**src/rtl/plic_multi_ctx.sv**
```systemverilog
// +----------------------------------------------------------------------+
// | Module   : plic_multi_ctx                                            |
// | Desc     : Multi-context platform-level interrupt controller with    |
// |            level gateways, per-context enable/threshold, priority    |
// |            arbitration and claim/complete over a 32-bit MMIO window  |
// |            at 0x0C00_0000.                                           |
// | Options  : PLIC_EDGE_TRIG_EN - per-source edge-triggered gateways    |
// |            (trigger-type words at 0x1F00, one-deep edge hold).       |
// | Revision : 1.0 - initial release                                     |
// +----------------------------------------------------------------------+
`default_nettype none

package plic_multi_ctx_pkg;
  typedef struct packed {
    logic        valid;
    logic        we;
    logic [3:0]  id;
    logic [31:0] addr;
    logic [63:0] wdata;
  } device_req_t;

  typedef struct packed {
    logic        valid;
    logic [3:0]  id;
    logic [63:0] data;
  } device_res_t;
endpackage

module plic_multi_ctx
  import plic_multi_ctx_pkg::*;
#(
  parameter int NUM_SRC = 32,
  parameter int NUM_CTX = 2,
  parameter int PRIO_W  = 3
) (
  input  logic               clock,
  input  logic               reset_n,
  input  device_req_t        req_in,
  output device_res_t        res_out,
  input  logic [NUM_SRC-1:0] irq_src,
  output logic [NUM_CTX-1:0] eip
);

  // Window tag: addr[31:26] of 0x0C00_0000..0x0FFF_FFFF
  localparam logic [5:0]         c_win_tag  = 6'h03;
  // Source 0 is reserved; it never pends, never arbitrates
  localparam logic [NUM_SRC-1:0] c_src_mask = {{(NUM_SRC-1){1'b1}}, 1'b0};

  // Architectural state
  logic [NUM_SRC-1:0][PRIO_W-1:0] prio_q, prio_d;
  logic [NUM_SRC-1:0]             pending_q, pending_d;
  logic [NUM_SRC-1:0]             in_service_q, in_service_d;
  logic [NUM_CTX-1:0][NUM_SRC-1:0] enable_q, enable_d;
  logic [NUM_CTX-1:0][PRIO_W-1:0] thr_q, thr_d;
  logic [NUM_CTX-1:0]             eip_q, eip_d;
  device_res_t                    res_q, res_d;

  // Gateway and arbitration results
  logic [NUM_SRC-1:0]             gate_set;
  logic [NUM_SRC-1:0]             pend_eff;
  logic [NUM_CTX-1:0][5:0]        best_id;
  logic [NUM_CTX-1:0][PRIO_W-1:0] best_prio;
  logic [31:0]                    rd_data;

  // Address decode
  logic [25:0] off;
  logic        in_win;
  logic        sel_prio, sel_pend, sel_trig, sel_en, sel_ctx, sel_thr, sel_claim;
  logic [9:0]  src_idx;
  logic [4:0]  word_idx;
  logic [13:0] en_ctx;
  logic [13:0] ctx_idx;

  assign off       = req_in.addr[25:0];
  assign in_win    = (req_in.addr[31:26] == c_win_tag);
  assign src_idx   = off[11:2];
  assign word_idx  = off[6:2];
  assign en_ctx    = off[20:7] - 14'h0040;
  assign ctx_idx   = off[25:12] - 14'h0200;
  assign sel_prio  = in_win && (off[25:12] == 14'h0000);
  assign sel_pend  = in_win && (off[25:7] == 19'h00020);
  assign sel_trig  = in_win && (off[25:7] == 19'h0003E);
  assign sel_en    = in_win && (off[25:21] == 5'd0) && (off[20:13] != 8'd0);
  assign sel_ctx   = in_win && (off[25:21] != 5'd0);
  assign sel_thr   = sel_ctx && (off[11:0] == 12'h000);
  assign sel_claim = sel_ctx && (off[11:0] == 12'h004);

  logic unused_wdata;
  assign unused_wdata = ^req_in.wdata[63:32];

`ifdef PLIC_EDGE_TRIG_EN
  logic [NUM_SRC-1:0] trig_q, trig_d;
  logic [NUM_SRC-1:0] irq_prev_q;
  logic [NUM_SRC-1:0] edge_hold_q, edge_hold_d;
  logic [NUM_SRC-1:0] rise;
  logic               unused_edge;

  assign rise        = irq_src & ~irq_prev_q;
  assign unused_edge = ^{rise[0], trig_q[0], edge_hold_q[0]};

  // Gateway: level sources follow the line, edge sources pend on a fresh or held edge
  always_comb begin
    gate_set    = '0;
    edge_hold_d = '0;
    for (int s = 1; s < NUM_SRC; s++) begin
      if (trig_q[s]) begin
        gate_set[s]    = ~in_service_q[s] & (rise[s] | edge_hold_q[s]);
        edge_hold_d[s] =  in_service_q[s] & (rise[s] | edge_hold_q[s]);
      end else begin
        gate_set[s] = irq_src[s] & ~in_service_q[s];
      end
    end
  end

  // Edge-gateway state: trigger types, previous line level, held edge
  always_ff @(posedge clock or negedge reset_n) begin
    if (!reset_n) begin
      trig_q      <= '0;
      irq_prev_q  <= '0;
      edge_hold_q <= '0;
    end else begin
      trig_q      <= trig_d;
      irq_prev_q  <= irq_src;
      edge_hold_q <= edge_hold_d;
    end
  end
`else
  // Gateway: every source is level-triggered and blocked while in service
  assign gate_set = irq_src & ~in_service_q & c_src_mask;
`endif

  assign pend_eff = pending_q | gate_set;

  // Per-context arbitration on post-gateway state; strict compare keeps ties at lowest ID
  always_comb begin
    best_id   = '0;
    best_prio = '0;
    for (int c = 0; c < NUM_CTX; c++) begin
      for (int s = 1; s < NUM_SRC; s++) begin
        if (pend_eff[s] && !in_service_q[s] && enable_q[c][s] &&
            (prio_q[s] > thr_q[c]) && (prio_q[s] > best_prio[c])) begin
          best_prio[c] = prio_q[s];
          best_id[c]   = 6'(s);
        end
      end
    end
  end

  // Register file access, claim and complete
  always_comb begin
    prio_d       = prio_q;
    enable_d     = enable_q;
    thr_d        = thr_q;
    pending_d    = pend_eff;
    in_service_d = in_service_q;
`ifdef PLIC_EDGE_TRIG_EN
    trig_d       = trig_q;
`endif
    rd_data      = '0;
    if (req_in.valid && req_in.we) begin
      if (sel_prio)
        for (int s = 1; s < NUM_SRC; s++)
          if (int'(src_idx) == s) prio_d[s] = req_in.wdata[PRIO_W-1:0];
`ifdef PLIC_EDGE_TRIG_EN
      if (sel_trig)
        for (int s = 1; s < NUM_SRC; s++)
          if (int'(word_idx) == s / 32) trig_d[s] = req_in.wdata[s % 32];
`endif
      if (sel_en)
        for (int c = 0; c < NUM_CTX; c++)
          for (int s = 1; s < NUM_SRC; s++)
            if ((int'(en_ctx) == c) && (int'(word_idx) == s / 32))
              enable_d[c][s] = req_in.wdata[s % 32];
      if (sel_thr)
        for (int c = 0; c < NUM_CTX; c++)
          if (int'(ctx_idx) == c) thr_d[c] = req_in.wdata[PRIO_W-1:0];
      if (sel_claim)
        for (int c = 0; c < NUM_CTX; c++)
          for (int s = 1; s < NUM_SRC; s++)
            if ((int'(ctx_idx) == c) && (int'(req_in.wdata[5:0]) == s) && enable_q[c][s])
              in_service_d[s] = 1'b0;
    end else if (req_in.valid) begin
      if (sel_prio)
        for (int s = 0; s < NUM_SRC; s++)
          if (int'(src_idx) == s) rd_data[PRIO_W-1:0] = prio_q[s];
      if (sel_pend)
        for (int s = 0; s < NUM_SRC; s++)
          if (int'(word_idx) == s / 32) rd_data[s % 32] = pend_eff[s];
`ifdef PLIC_EDGE_TRIG_EN
      if (sel_trig)
        for (int s = 0; s < NUM_SRC; s++)
          if (int'(word_idx) == s / 32) rd_data[s % 32] = trig_q[s];
`endif
      if (sel_en)
        for (int c = 0; c < NUM_CTX; c++)
          for (int s = 0; s < NUM_SRC; s++)
            if ((int'(en_ctx) == c) && (int'(word_idx) == s / 32))
              rd_data[s % 32] = enable_q[c][s];
      if (sel_thr)
        for (int c = 0; c < NUM_CTX; c++)
          if (int'(ctx_idx) == c) rd_data[PRIO_W-1:0] = thr_q[c];
      if (sel_claim)
        for (int c = 0; c < NUM_CTX; c++)
          if (int'(ctx_idx) == c) begin
            rd_data[5:0] = best_id[c];
            for (int s = 1; s < NUM_SRC; s++)
              if (int'(best_id[c]) == s) begin
                pending_d[s]    = 1'b0;
                in_service_d[s] = 1'b1;
              end
          end
    end
    prio_d[0]       = '0;
    pending_d[0]    = 1'b0;
    in_service_d[0] = 1'b0;
    for (int c = 0; c < NUM_CTX; c++) enable_d[c][0] = 1'b0;
`ifdef PLIC_EDGE_TRIG_EN
    trig_d[0]       = 1'b0;
`endif
  end

  // Read response: one cycle after the request, nothing for writes
  always_comb begin
    res_d = '0;
    if (req_in.valid && !req_in.we) begin
      res_d.valid = 1'b1;
      res_d.id    = req_in.id;
      res_d.data  = {32'b0, rd_data};
    end
  end

  // Interrupt lines track eligibility of the state being registered this edge
  always_comb begin
    eip_d = '0;
    for (int c = 0; c < NUM_CTX; c++)
      for (int s = 1; s < NUM_SRC; s++)
        if (pending_d[s] && !in_service_d[s] && enable_d[c][s] && (prio_d[s] > thr_d[c]))
          eip_d[c] = 1'b1;
  end

  // Core state registers
  always_ff @(posedge clock or negedge reset_n) begin
    if (!reset_n) begin
      prio_q       <= '0;
      pending_q    <= '0;
      in_service_q <= '0;
      enable_q     <= '0;
      thr_q        <= '0;
      eip_q        <= '0;
      res_q        <= '0;
    end else begin
      prio_q       <= prio_d;
      pending_q    <= pending_d;
      in_service_q <= in_service_d;
      enable_q     <= enable_d;
      thr_q        <= thr_d;
      eip_q        <= eip_d;
      res_q        <= res_d;
    end
  end

  assign res_out = res_q;
  assign eip     = eip_q;

endmodule

`default_nettype wire

```
**config.mk**
```make
export PLATFORM = sky130hd
export DESIGN_NAME = plic_multi_ctx
export DESIGN_NICKNAME = d
export VERILOG_FILES = /design/src/rtl/plic_multi_ctx.sv
export SDC_FILE = /design/constraint.sdc
export NUM_CORES = 1
export LEC_CHECK = 0
export ABC_AREA = 1
export CORE_ASPECT_RATIO = 1.5
export CORE_MARGIN = 2
export CORE_UTILIZATION = 61
export DETAILED_ROUTE_END_ITERATION = 7
export PLACE_DENSITY = 0.8
export SLEW_MARGIN = 20
export SYNTH_ARGS = -nofsm -noshare
export SYNTH_HDL_FRONTEND = slang
export SYNTH_SLANG_ARGS = --single-unit
```
**constraint.sdc**
```tcl
create_clock -name clock -period 70.4 [get_ports clock]
set_input_delay 7.04 -clock clock [delete_from_list [all_inputs] [get_ports clock]]
set_output_delay 7.04 -clock clock [all_outputs]
set_load 0.05 [all_outputs]
```
Yosys cells after proc, flatten, opt, wreduce, memory -nomap -nowiden. Index checks and enable logic that the tools add are counted.

Bits in registers: 294. Input port bits: 136. Output and inout bits: 71. Word-level logic and storage cells: 1561.

Add/sub/neg operators: 2. Order comparisons: 185. Equality and inequality tests: 129. Multiplexer cells: 623. Bitwise operators: 3. Reduce and logical (&&, ||, !) cells: 578.

Operators with widths (number): 3-bit greater-than comparator (184); 1-bit logical AND (507); 31-bit 2-to-1 mux (15); 1-bit 2-to-1 mux (408); 3-bit 2-to-1 mux (128); 6-bit 2-to-1 mux (64); 6-bit == test, second input constant (48); 93-bit 2-to-1 mux (2); 10-bit by 6-bit == test with 1-bit output, second input constant (16); 6-bit by 5-bit == test with 1-bit output, second input constant (24); 32-bit 2-to-1 mux (4); 10-bit by 5-bit == test with 1-bit output, second input constant (8); 6-bit by 4-bit == test with 1-bit output, second input constant (12); 69-bit 2-to-1 mux (1); 1-bit logical NOT (63); 14-bit logical NOT (3); 10-bit by 4-bit == test with 1-bit output, second input constant (4); 6-bit by 3-bit == test with 1-bit output, second input constant (6); 32-bit AND (1); 32-bit NOT (1); 32-bit bitwise OR (1); 14-bit by 2-bit == test with 1-bit output, second input constant (2); 6-bit by 2-bit == test with 1-bit output, second input constant (4); 10-bit by 3-bit == test with 1-bit output, second input constant (2); 11 further kinds (12).

Longest topological paths before layout. Gate-level depths: netlist of the first run.

Word-level depth: 141. Gate-level depth with buffers: 246. Gate-level depth less buffers: 244.

Worst setup path before layout of the first run. No wires, ideal clock.

Path type: input port to flip-flop. From: input irq_src[1]. To: register eip_q[1] (netlist: eip[1]). Setup time: 125 ps. Data arrival time: 37987 ps. Required time: 70275 ps. Path slack: 32287 ps. Stages on the path: 214. Path buffers: 1. Cells stage by stage: o21a_1 inv_1 nor3_1 nand2_1 ha_1 nand2_1 nor2_1 a211oi_1 nor3_1 nand4_1 nor2_1 a31oi_1 ha_1 nand2_1 nor2_1 a211oi_1 nor3_1 nand4_1 [178 not listed] nand3_1 nor4_1 inv_1 nand2_1 nor2_1 nand2_1 nor2_1 nor2_1 dlygate4sd3_1 nand2_1 nand2_1 nand2_1 nand4_1 nand2_1 nor2_1 nand2_1 nor2_1 nand3_1.

Longest elaborated chain between the ends: 140.

RTL lines: start: declaration (line 40) `input logic [NUM_SRC-1:0] irq_src,`; 32-bit AND (*) (line 129) `assign gate_set = irq_src & ~in_service_q & c_src_mask;`; 32-bit bitwise OR (*) (line 132) `assign pend_eff = pending_q | gate_set;`; 1-bit logical AND (3 in a row) (line 140) `if (pend_eff[s] && !in_service_q[s] && enable_q[c][s] &&`; 1-bit logical AND (line 141) `(prio_q[s] > thr_q[c]) && (prio_q[s] > best_prio[c])) begin`; 3-bit 2-to-1 mux (line 140); 3-bit greater-than comparator (line 141); 1-bit logical AND (line 141); 3-bit 2-to-1 mux (line 140); [92 not listed]; 31-bit 2-to-1 mux (line 202) `if (sel_claim)`; 31-bit 2-to-1 mux (line 182) `end else if (req_in.valid) begin`; 31-bit 2-to-1 mux (line 160) `if (req_in.valid && req_in.we) begin`; 1-bit logical NOT (line 237) `if (pending_d[s] && !in_service_d[s] && enable_d[c][s] && (prio_d[s] > thr_d[c]))`; 1-bit logical AND (3 in a row) (line 237); 1-bit 2-to-1 mux (30 in a row) (line 237); 1-bit 2-to-1 mux (*) (line 237); via eip_d[1] (line 55) `logic [NUM_CTX-1:0] eip_q, eip_d;`; end signal: assignment (line 257) `eip_q <= eip_d;`; end: declaration (line 55).

The timed path passes the listed nets; every way through them passes the cells marked *.

Final worst setup path of the first run.
From: input irq_src[1]. To: register eip_q[0] (netlist: eip[0]).

Same word-level chain as after synthesis.

==> metrics.md, run 1 <==
| Metric | Value |
|---|---|
| Multi-input combinational cell area | `0.02009 mm^2` |
| Violation count after the first detailed-route iteration | `2946` |
| Critical Path Source | `irq_src[1]` |
| Clock network latency to the later pin of the worst-skew pair | `610 ps` |
| Library cell with the highest instance count after synthesis | `sky130_fd_sc_hd__nand2_1` |
| Overall power after layout | `0.3578 mW` |
| Die Outline Area | `0.04922 mm^2` |
| Cells after Synth | `4110` |
| Half-perimeter wire length after placement | `85.13 mm` |
| Number of placement rows | `97` |
| Setup Crit Path Kind | `input port to register` |
| Max Fclk | `21.89 MHz` |
| Remaining Overflow, GRT | `0` |
| R2r setup slk | `30730 ps` |
| Port bufs | `141` |
| Height of the die | `270.7 um` |
| CP Buf/Inv Count | `4` |
| Via density per instance | `6.347` |
| Overall routed net length | `112.1 mm` |
| # nets final | `4905` |
| Setup TNS | `0 ps` |
| Final number of hold-violating endpoints | `0` |
| Count of final setup violators | `0` |
| Clock sink count | `262` |
| Status | `finished, final reports clean` |
| Number of fillers in the final layout | `4337` |
| Largest net degree at the start of global routing | `81` |
| Slew @ Worst Pin | `1224 ps` |
| Hold bufs inserted after CTS | `0` |
| CTS Root Cell | `sky130_fd_sc_hd__clkbuf_16` |
| Synthesized area divided by synthesized cell count | `7.039 um^2` |
| Maximum number of buffers from clock root to sink | `3` |
| Synth warnings | `0` |
| Top-area cell type share of the netlist area | `22.66%` |
| Via count | `31.01k` |
| Biggest area contributors in the synthesized netlist | `sky130_fd_sc_hd__dfrtp_1 (23%), sky130_fd_sc_hd__ha_1 (22%), sky130_fd_sc_hd__nand2_1 (11%)` |
| Worst VDD drop | `0.01840 mV` |
| Antenna violations before repair | `4` |
| Synth cell types | `65` |
| Post-synthesis sequential element count | `262` |
| CTS resizes | `0` |
| Placeable core area | `0.04673 mm^2` |
| Via count of the first global-routing pass | `29.63k` |
| Logic depth of the worst path, buffers included | `193` |
| Cell seen most often among critical-path stages | `sky130_fd_sc_hd__nand2_1` |
| Worst min-delay path class | `register to register` |
| Mapped cell area | `0.02893 mm^2` |
| Skew final | `23.14 ps` |
| Crit-path max FO | `12` |
| Critical path data required time | `70860 ps` |
| I/O pin cnt | `207` |
| Setup repair after global routing missed its margin | `false` |
| Ys async rst share | `100.0%` |
| Relative slew slack | `16.29%` |
| Top delay family on crit path | `simple AND/OR/NAND/NOR gates` |
| Total count of max-transition violations in the final report | `0` |
| Wire length of the first global-routing pass | `168.1 mm` |
| Number of max-cap violations | `0` |
| Remaining design rule violation count | `0` |
| Area grow syn2layout | `11.34%` |
| Horizontal die dimension | `181.8 um` |
| Data arrival, critical path | `46140 ps` |
| Average detailed-routed wire length per instance | `22.96 um` |
| Fraction of the yosys area taken by sequential cells | `22.66%` |
| Count of cells along the worst register-to-register path | `194` |
| Category of the worst setup path launch point | `input port` |
| Period utilisation layout | `64.88%` |
| Kind of capture point of the worst setup path | `register` |
| Power density over the cells | `11.11 mW/mm^2` |
| Maximum single-stage delay on the critical path | `680 ps` |
| Cell taking the most area after synthesis | `sky130_fd_sc_hd__dfrtp_1` |
| Slowest cell on crit path | `sky130_fd_sc_hd__nor2_1` |
| H-tree level count | `1` |
| Starting Density | `61.91%` |
| Number of enable-type register cells in the synthesized netlist | `0` |
| Static power due to leakage | `15.45 nW` |
| CTS Buf Count | `31` |
| Total track usage | `44.82%` |
| Clock slew seen by the registers of the worst setup and hold paths | `60 ps` |
| Global placement routability congestion | `1.056` |
| Ratio of cells with drive above 1 in the final layout | `6.576%` |
| Post-DRT Antenna Nets | `0` |
| Area taken by flip-flops and latches | `0.006559 mm^2` |
| First-pass detailed-route iteration total | `6` |
| Critical path destination | `eip[0]$_DFF_PN0_` |
| Number of buffers added for setup after CTS | `0` |
| CTS tree | `built` |
| Reg-to-reg critical path endpoint | `eip[0]$_DFF_PN0_` |
| Time the worst path needs with I/O delays and setup | `45680 ps` |
| Most used flip-flop cell after synthesis | `sky130_fd_sc_hd__dfrtp_1` |
| Startpoint of the worst-slack reg-to-reg timing path | `thr_q[4]$_DFF_PN0_` |
| Post-route core utilization | `68.93%` |
| Most used standard cells in the synthesized netlist | `sky130_fd_sc_hd__nand2_1 (863), sky130_fd_sc_hd__ha_1 (504), sky130_fd_sc_hd__inv_1 (481)` |
## sequential cells by signal, summed over array words and instances (netlist names)
register      cells
res_out          37
in_service_q     31
enable_q         62
thr_q             6
pending_q        31
eip               2
prio_q           93
## tightest hold or removal path, delay by kind of cell, from the launching register on
| family | cells | cell delay, ps |
|---|---|---|
| AOI/OAI and AO/OA | 2 | 150 |
| DFF | 1 | 320 |
## area by class of cell
type	instances	area share, %
antenna	3	0.02331
clock buffer	37	2.634
clock inverter	19	0.8896
inverter	516	6.064
multi-input combinational	3273	62.38
sequential	262	20.36
tap	594	2.307
timing repair buffer	181	5.341
## placed cells by master (no fill, tap or decap), drive strengths merged, types with 36 or more instances in the layout
master	count
nand4	129
dfrtp	262
o21ai	457
ha	504
nand3	276
nor2	337
a211oi	42
o22ai	36
nor3	53
clkbuf	37
buf	41
a21oi	241
clkdlybuf4s50	140
inv	508
nand2	942
## worst min path at each step
stage                                       start  slack [ps]  cells after the start                      end
after floorplan           pending_q[13]$_DFF_PN0_         480                      2  pending_q[13]$_DFF_PN0_
after global placement    pending_q[14]$_DFF_PN0_         490                      2  pending_q[14]$_DFF_PN0_
after detailed placement  pending_q[14]$_DFF_PN0_         500                      2  pending_q[14]$_DFF_PN0_
after CTS                 pending_q[14]$_DFF_PN0_         510                      2  pending_q[14]$_DFF_PN0_
after global routing      pending_q[30]$_DFF_PN0_         540                      2  pending_q[30]$_DFF_PN0_
final                     pending_q[14]$_DFF_PN0_         510                      2  pending_q[14]$_DFF_PN0_
## layer usage
metal | vias to the layer above | global-route usage [%] | routed length, um
li1 | 14570 | - | -
met1 | 14240 | 48.90 | 39600
met2 | 1584 | 74.45 | 50940
met3 | 608 | 7.875 | 9263
met4 | 2 | 40.03 | 12330
met5 | - | 0 | 11
## through the flow
| stage | hold WS, ps | std cells | worst slack (ps) | instance area, um^2 |
|---|---|---|---|---|
| 2_1_floorplan | 477.9 | 4141 | 32290 | 29050 |
| 3_3_place_gp | 491.0 | 4826 | 25210 | 31060 |
| 3_5_place_dp | 497.8 | 4826 | 24780 | 31060 |
| 4_1_cts | 510.4 | 4882 | 25320 | 32200 |
| 5_1_grt | 541.0 | 4883 | 20550 | 32200 |
| 6_report | 510.3 | 4885 | 24720 | 32210 |
## where the power goes
group / internal (mW) / leakage [nW] / switching [mW]
combinational: 0.00664 / 12.0 / 0.0161
clock: 0.111 / 0.558 / 0.0731
sequential: 0.151 / 2.91 / 0.000153
## kinds of logic (layout without fill, tap and decap cells)
logic type	after synthesis	after routing	share of synthesized area, %
multiplexers	3	3	0.1081
AO/OA/AOI/OAI	944	944	18.91
adder cells (fa/ha/maj)	504	504	21.80
buffers and inverters	606	753	8.537
AND/OR/NAND/NOR	1789	1789	27.94
other	1	35	0.01296
XOR/XNOR	1	1	0.03028
flip-flops	262	262	22.66
Power figures use the tool's default switching activity.
==> run 2: changes to the inputs <==
--- a/config.mk
+++ b/config.mk
@@ -8,9 +8,9 @@
 export ABC_AREA = 1
 export CORE_ASPECT_RATIO = 1.5
 export CORE_MARGIN = 2
-export CORE_UTILIZATION = 61
+export CORE_UTILIZATION = 56
 export DETAILED_ROUTE_END_ITERATION = 7
-export PLACE_DENSITY = 0.8
+export PLACE_DENSITY = 0.78
 export SLEW_MARGIN = 20
 export SYNTH_ARGS = -nofsm -noshare
 export SYNTH_HDL_FRONTEND = slang
==> constraint.sdc (replaced) <==
create_clock -name clock -period 40.3 [get_ports clock]
set_input_delay 4.03 -clock clock [delete_from_list [all_inputs] [get_ports clock]]
set_output_delay 4.03 -clock clock [all_outputs]
set_load 0.05 [all_outputs]
==> metrics.md, run 2 (synthesized netlist as in run 1, its figures left out) <==
| Metric | Value |
|---|---|
| Post-route core utilization | `66.44% (-2.5 points)` |
| Largest net degree at the start of global routing | `81 (unchanged)` |
| Top delay family on crit path | `simple AND/OR/NAND/NOR gates` |
| Area grow syn2layout | `17.81%` |
| Slowest cell on crit path | `sky130_fd_sc_hd__ha_1` |
| Relative slew slack | `19.39% (+3.1 points)` |
| Max Fclk | `26.16 MHz` |
| Post-DRT Antenna Nets | `0 (unchanged)` |
| # nets final | `5078 (+3.5%)` |
| Slew @ Worst Pin | `1209 ps (-14.83 ps)` |
| Via count of the first global-routing pass | `29.64k (+0.047%)` |
| Clock slew seen by the registers of the worst setup and hold paths | `70 ps (about the same)` |
| Height of the die | `282.4 um (+4.3%)` |
| Placeable core area | `0.05130 mm^2 (+9.8%)` |
| Count of final setup violators | `0 (unchanged)` |
| Total count of max-transition violations in the final report | `0 (unchanged)` |
| Worst VDD drop | `0.03647 mV (+98%)` |
| Kind of capture point of the worst setup path | `register` |
| Starting Density | `56.39% (-5.5 points)` |
| Period utilisation layout | `94.86%` |
| Clock network latency to the later pin of the worst-skew pair | `590 ps (-20 ps)` |
| Static power due to leakage | `16.36 nW (+5.9%)` |
| CTS Buf Count | `29 (-6.5%)` |
| Number of max-cap violations | `0 (unchanged)` |
| Top register by number of flip-flops | `prio_q` |
| Cell seen most often among critical-path stages | `sky130_fd_sc_hd__nand2_1` |
| CTS Root Cell | `sky130_fd_sc_hd__clkbuf_16` |
| Max reg flops | `93 (unchanged)` |
| Critical path data required time | `40750 ps (-30110 ps)` |
| First-pass detailed-route iteration total | `7 (+1)` |
| I/O pin cnt | `207 (unchanged)` |
| Cell area after placement | `0.03218 mm^2 (+3.6%)` |
| Antenna violations before repair | `1 (-3)` |
| Total track usage | `40.55% (-4.3 points)` |
| Most common cell after layout, fill and taps aside | `sky130_fd_sc_hd__nand2_1` |
| Maximum number of buffers from clock root to sink | `3 (unchanged)` |
| Maximum single-stage delay on the critical path | `350 ps (-330 ps)` |
| Clock sink count | `262 (unchanged)` |
| Via count | `31.52k (+1.7%)` |
| Final number of hold-violating endpoints | `0 (unchanged)` |
| Die Outline Area | `0.05353 mm^2 (+8.8%)` |
| CP Buf/Inv Count | `24 (+20)` |
| CTS tree | `built` |
| Non-Filler Cell Area, Final | `0.03408 mm^2 (+5.8%)` |
| Commonest cells after routing, fill and taps aside | `sky130_fd_sc_hd__nand2_1 (848), sky130_fd_sc_hd__ha_1 (495), sky130_fd_sc_hd__inv_1 (476)` |
| Power density over the cells | `18.10 mW/mm^2 (+63%)` |
| Average detailed-routed wire length per instance | `21.74 um (-5.3%)` |
| Remaining design rule violation count | `0 (unchanged)` |
| Final hold slack | `514.1 ps (+3.790 ps)` |
| Multi-input combinational cell area | `0.02059 mm^2 (+2.5%)` |
| Overall power after layout | `0.6169 mW (+72%)` |
| Number of placement rows | `102 (+5.2%)` |
| Data arrival, critical path | `38680 ps (-7460 ps)` |
| Remaining Overflow, GRT | `0 (unchanged)` |
| Ratio of cells with drive above 1 in the final layout | `12.56% (+6.0 points)` |
| Number of fillers in the final layout | `4636 (+6.9%)` |
| Worst min-delay path class | `register to register` |
| Violation count after the first detailed-route iteration | `2598 (-12%)` |
| Wire length of the first global-routing pass | `165.8 mm (-1.4%)` |
| Status | `finished, final reports clean` |
| Via density per instance | `6.136 (-3.3%)` |
| Half-perimeter wire length after placement | `85.59 mm (+0.54%)` |
| Time the worst path needs with I/O delays and setup | `38230 ps` |
| H-tree level count | `1 (unchanged)` |
| Hold bufs inserted after CTS | `0 (unchanged)` |
| Port bufs | `141 (unchanged)` |
| Global placement routability congestion | `1.060 (+0.33%)` |
| Category of the worst setup path launch point | `input port` |
| Horizontal die dimension | `189.6 um (+4.3%)` |
| Crit-path max FO | `8 (-4)` |
| Overall routed net length | `111.7 mm (-0.44%)` |
| Setup Crit Path Kind | `input port to register` |
| Area taken by flip-flops and latches | `0.006559 mm^2 (unchanged)` |
| Skew final | `25.21 ps (+2.065 ps)` |
run 2: stage by stage:
stage / setup TNS (ps) / cells / worst slack, ps
after global placement: 0 / 5044 / 218.7
final: 0 / 5137 / 2073
after global routing: -7047 / 5136 / -771.6
after detailed placement: -882.7 / 5044 / -443.7
after CTS: 0 / 5097 / 31.97
after floorplan: 0 / 4141 / 5197
run 2: report_power, final:
group          switching [mW]  internal [mW]
registers            0.000242          0.263
logic                  0.0284         0.0116
clock network           0.126          0.188
total                   0.154          0.462
run 2: final cells by class:
cell class              count  share of cell area, %
multi-input cells        3273                  60.41
flip-flops and latches    262                  19.24
repair buffers            356                  8.961
inverters                 516                  5.730
well taps                 676                  2.482
clock buffers              38                  2.404
clock inverters            15                 0.7636
diodes                      1               0.007342
run 2: what timing repair did:
item,CTS,global route
endpoints found under the setup margin,0,69
setup buffers,0,39
gates resized for setup,0,251
run 2: metal layers:
layer | track usage, % | vias to the layer above | routed length [um]
met3 | 5.211 | 570 | 7588
met1 | 44.44 | 14520 | 40290
met4 | 35.94 | 0 | 12010
met5 | 0 | - | 0
met2 | 68.96 | 1495 | 51770
li1 | - | 14930 | -
run 2: worst paths after layout:
kind | cells past startpoint | startpoint | slack (ps) | end
worst max-delay path | 210 | irq_src[1] | 2070 | eip[1]$_DFF_PN0_
worst min-delay path | 2 | pending_q[13]$_DFF_PN0_ | 510 | pending_q[13]$_DFF_PN0_
worst max register to register | 211 | thr_q[3]$_DFF_PN0_ | 4370 | eip[1]$_DFF_PN0_
worst min register to register | 2 | pending_q[13]$_DFF_PN0_ | 510 | pending_q[13]$_DFF_PN0_
max in group asynchronous | 3 | reset_n | 34690 | prio_q[43]$_DFF_PN0_
min in group asynchronous | 1 | reset_n | 3410 | prio_q[87]$_DFF_PN0_
run 2: worst register-to-register path, delay by kind of cell (launching register included):
kind	cells	cell delay, ps
buffers and inverters	23	4370
and+or+nand+nor	94	13840
AOI/OAI and AO/OA	63	7660
DFF	1	340
adders and majority gates	31	9580
